$ cat src/rtl/pll_lock_reset_seq.sv
// Reset sequencer for the pll_clk domain: synchronizes and qualifies the PLL lock, then holds and
// releases sys_rst_n. Optional loss-of-lock counter is compiled in with `define PLL_LOSS_COUNT_EN.
module pll_lock_reset_seq #(
    parameter int unsigned STABLE_CYCLES = 1024,
    parameter int unsigned HOLD_CYCLES   = 16,
    parameter int unsigned CNT_W         = 16,
    parameter int unsigned LOSS_W        = 8
) (
    input  logic              pll_clk,
    input  logic              rst_n,
    input  logic              locked,
    output logic              sys_rst_n,
    output logic              ready,
    output logic [1:0]        state,
    output logic [LOSS_W-1:0] loss_cnt
);

    typedef enum logic [1:0] {
        StWaitLock = 2'd0,
        StStable   = 2'd1,
        StHold     = 2'd2,
        StRun      = 2'd3
    } state_e;

    localparam logic [CNT_W-1:0] StableLast = CNT_W'(STABLE_CYCLES - 1);
    localparam logic [CNT_W-1:0] HoldLast   = CNT_W'(HOLD_CYCLES - 1);

    state_e           state_q;
    logic             sync1;
    logic             locked_s;
    logic [CNT_W-1:0] cnt;

    always_ff @(posedge pll_clk or negedge rst_n) begin
        if (!rst_n) begin
            sync1    <= 1'b0;
            locked_s <= 1'b0;
        end else begin
            sync1    <= locked;
            locked_s <= sync1;
        end
    end

    // Outputs are assigned together with the state transition so they move on the same edge.
    always_ff @(posedge pll_clk or negedge rst_n) begin
        if (!rst_n) begin
            state_q   <= StWaitLock;
            cnt       <= '0;
            sys_rst_n <= 1'b0;
            ready     <= 1'b0;
        end else begin
            unique case (state_q)
                StWaitLock: begin
                    if (locked_s) begin
                        state_q <= StStable;
                        cnt     <= '0;
                    end
                end
                StStable: begin
                    if (!locked_s) begin
                        state_q <= StWaitLock;
                        cnt     <= '0;
                    end else if (cnt == StableLast) begin
                        state_q <= StHold;
                        cnt     <= '0;
                    end else begin
                        cnt <= cnt + CNT_W'(1);
                    end
                end
                StHold: begin
                    if (!locked_s) begin
                        state_q <= StWaitLock;
                        cnt     <= '0;
                    end else if (cnt == HoldLast) begin
                        state_q   <= StRun;
                        cnt       <= '0;
                        sys_rst_n <= 1'b1;
                        ready     <= 1'b1;
                    end else begin
                        cnt <= cnt + CNT_W'(1);
                    end
                end
                StRun: begin
                    if (!locked_s) begin
                        state_q   <= StWaitLock;
                        cnt       <= '0;
                        sys_rst_n <= 1'b0;
                        ready     <= 1'b0;
                    end
                end
            endcase
        end
    end

    assign state = state_q;

`ifdef PLL_LOSS_COUNT_EN
    // Saturating count of lock losses seen while running.
    always_ff @(posedge pll_clk or negedge rst_n) begin
        if (!rst_n) begin
            loss_cnt <= '0;
        end else if (state_q == StRun && !locked_s && loss_cnt != {LOSS_W{1'b1}}) begin
            loss_cnt <= loss_cnt + LOSS_W'(1);
        end
    end
`else
    assign loss_cnt = '0;
`endif

endmodule
$ cat config.mk
export PLATFORM = sky130hd
export DESIGN_NAME = pll_lock_reset_seq
export DESIGN_NICKNAME = d
export VERILOG_FILES = /design/src/rtl/pll_lock_reset_seq.sv
export SDC_FILE = /design/constraint.sdc
export NUM_CORES = 1
export LEC_CHECK = 0
export CORE_AREA = 2 2 52 54
export CTS_BUF_LIST = sky130_fd_sc_hd__clkbuf_4
export DETAILED_ROUTE_END_ITERATION = 10
export DIE_AREA = 0 0 54 56
export PLACE_DENSITY = 0.8
export SLEW_MARGIN = 0
export SYNTH_ARGS = -nofsm -noshare
export SYNTH_HDL_FRONTEND = slang
export SYNTH_SLANG_ARGS = --single-unit
$ cat constraint.sdc
create_clock -name pll_clk -period 2.15 [get_ports pll_clk]
set_input_delay 0.3225 -clock pll_clk [delete_from_list [all_inputs] [get_ports pll_clk]]
set_output_delay 0.3225 -clock pll_clk [all_outputs]
set_load 0.02 [all_outputs]
==> metrics.md <==
| Metric | Value |
|---|---|
| Status | finished, final reports clean |
| Clock sinks | 21 |
| Synth area leaders | dfrtp_1 (39%), ha_1 (5.5%), buf_4 (5.0%) |
| Post-CTS setup buffers | 0 |
| First-pass DRT Iterations | 4 |
| Tmin final | approximately 2.0 ns |
| Hold Fails Final Rpt | 0 |
| Required time of the worst setup path | between 2 and 2.5 ns |
| Mapped Area | between 1000 and 1500 sq um |
| HPWL Detailed | about 1900 um |
| Power Total | around 1.1 mW |
| Placement Setup Slack | 0.2063 ns |
| Number of distinct library cells after synthesis | 45 |
| Power per cell area | ~760 nW/um^2 |
| Num CTS Buffers | 3 |
| DRT iter0 DRCs | 21 |
| Top layer reached by signal wires | met4 |
| Layout cell share with drive strength beyond 1 | 0.1325 |
| Critical Path Start Type | register |
| Sequential fraction of the synthesis area | 0.3878 |
| Final antenna diode count | 0 |
| Worst setup EP type | register |
| # port buffers | 6 |
| Worst-path maximum fanout | 12 |
| Setup CP Type | register to register |
| Pin count of the biggest net entering global routing | 22 |
| Crit share post-route | 0.9155 |
| Wire length on met2 | ~1200 um |
| Layout area overhead | 5.817% |
| YS warnings | 0 |
| I/O pin count | 15 |
| Setup-failing EPs final | 0 |
| Die Y | 56 um |
| Post-synthesis cell count | around 150 |
| WL/cell | ~14 um |
| Global-route wire length before repair | between 4000 and 5000 um |
| Avg Cell Area, Syn | roughly 9.3 sq um |
| Setup TNS | 0 ns |
| FF+latch count, synth | 21 |
| Number of synthesized flops with an enable pin | 0 |
| Clk slew on worst S/H paths | between 0.1 and 0.15 ns |
| Initial antenna violation count | 0 |
| Maximum clock insertion buffer count | 2 |
| Post-synth top area share | 0.3878 |
| RePlAce Congestion | about 0.85 |
| GRT Util Overall | 0.1956 |
| Wl on met1 | between 1000 and 1500 um |
| Pleak | just over 0.6 nW |
| Most frequent cells in the layout | dfrtp_1 (21), nand2_1 (14), a21oi_1 (10) |
| CTS tree | built |
| Via count of the routed design | roughly 1100 |
| Core Area | approximately 2400 sq um |
| Slew Limit Fails | 0 |
| Worst skew pair latency | about 0.3 ns |
| WHS | roughly 0.36 ns |
| Final Skew | approximately 0.00037 ns |
| Post-synth top flop | dfrtp_1 |
| Async S/R FF share, synth | 1.000 |
| Grt total ovfl | 0 |
| Vias in the first global route | 1029 |
| Chip width | approximately 54 um |
| H-tree Lvls | 1 |
| Final ANT Viol Nets | 0 |
| Fmax | about 510 MHz |
| Data arrival, critical path | 2.15 ns |
| Commonest non-fill, non-tap cell in the layout | dfrtp_1 |
| MaxCap Viol Count | 0 |
| Met3 routed WL | between 70 and 80 um |
| RSZ-0062 raised after global routing | no |
| DRC violations left | 0 |
| Initial Util | 0.5571 |
| Die Footprint | just over 3000 sq um |
| Routed Wire Length | 2503 um |
| Clk root buf | clkbuf_4 |
| Final worst slack | approximately 0.18 ns |
| DR vias/cell | around 6 |
| Worst Hold Class | input pin to asynchronous set/reset pin |
| VDD IR max | around 0.00044 V |
| Largest area contributor in the netlist | dfrtp_1 |
| Cell Rows | 18 |
| NumNets Final | between 150 and 200 |
[final timing paths]
| kind | depth (start not counted) | from | slack, ns | endpoint |
|---|---|---|---|---|
| worst max-delay path | 7 | cnt[0] | 0.18 | cnt[5] |
| worst min register to register | 0 | sync1 | 0.37 | locked_s |
| worst min-delay path | 2 | rst_n | 0.36 | locked_s |
| min in group pll_clk | 0 | sync1 | 0.37 | locked_s |
| max in group asynchronous | 2 | rst_n | 1.58 | cnt[14] |
| worst max register to register | 7 | cnt[0] | 0.18 | cnt[5] |
[sequential cells by signal (all words and copies together), names as in the netlist]
register	cells
cnt	16
locked_s	1
ready	1
state	2
sync1	1
[cell usage after synthesis, types with 3 or more instances]
| master | n |
|---|---|
| buf_4 | 9 |
| nor3_1 | 4 |
| nand2_1 | 14 |
| nand4_1 | 6 |
| nor2_1 | 8 |
| nand3_1 | 4 |
| o21ai_2 | 3 |
| inv_1 | 5 |
| o21ai_0 | 8 |
| xor2_1 | 3 |
| o211ai_1 | 3 |
| ha_1 | 6 |
| dfrtp_1 | 21 |
| a21oi_1 | 10 |
| nor4_1 | 3 |
[what timing repair did]
item	CTS	global route
gates resized for setup	0	1
hold buffers	0	0
endpoints found under the setup margin	0	4
[cells by family after synthesis]
| group | after synthesis | share of synthesized area |
|---|---|---|
| xor+xnor | 3 | 0.01939 |
| flops | 21 | 0.3878 |
| fa+ha+maj | 6 | 0.05540 |
| other cells | 1 | 0.002767 |
| compound gates | 38 | 0.1939 |
| simple gates | 53 | 0.2216 |
| buf+inv | 21 | 0.09603 |
| mux | 3 | 0.02308 |
[power by group]
| part | internal (mW) | switching (mW) | total, mW | leakage [nW] |
|---|---|---|---|---|
| logic | 0.158 | 0.291 | 0.449 | 0.302 |
| registers | 0.420 | 0.0296 | 0.449 | 0.285 |
| clock network | 0.0849 | 0.112 | 0.197 | 0.0184 |
| total | 0.663 | 0.433 | 1.10 | 0.606 |
[metal layers]
layer / vias to the layer above / track usage
li1: 528 / -
met3: 7 / 0.02957
met5: - / 0
met1: 506 / 0.2423
met4: 0 / 0.08929
met2: 28 / 0.3240
[worst max-delay path, cell delays in order, from the launching register on]
cell and delay [ns]:
dfrtp_1 0.43, ha_1 0.24, and3_1 0.23, nand4_1 0.14
and3_1 0.33, o21ai_2 0.16, buf_4 0.21, o211ai_1 0.11
[through the flow]
step | area (sq um) | util | std cells
after floorplan | 1381 | - | 153
after global placement | 1398 | 0.5746 | 177
after detailed placement | 1398 | 0.5746 | 177
after CTS | 1428 | 0.5869 | 181
after global routing | 1434 | 0.5895 | 181
final | 1434 | 0.5895 | 181
[final cells by class]
type / count / area (sq um)
Inverter: 5 / 18.77
Tap cell: 30 / 37.54
Fill cell: 209 / 998.5
Clock buffer: 4 / 30.03
Sequential cell: 21 / 525.5
Multi-Input combinational cell: 111 / 732.0
Timing Repair Buffer: 10 / 90.09
Power figures use the tool's default switching activity.
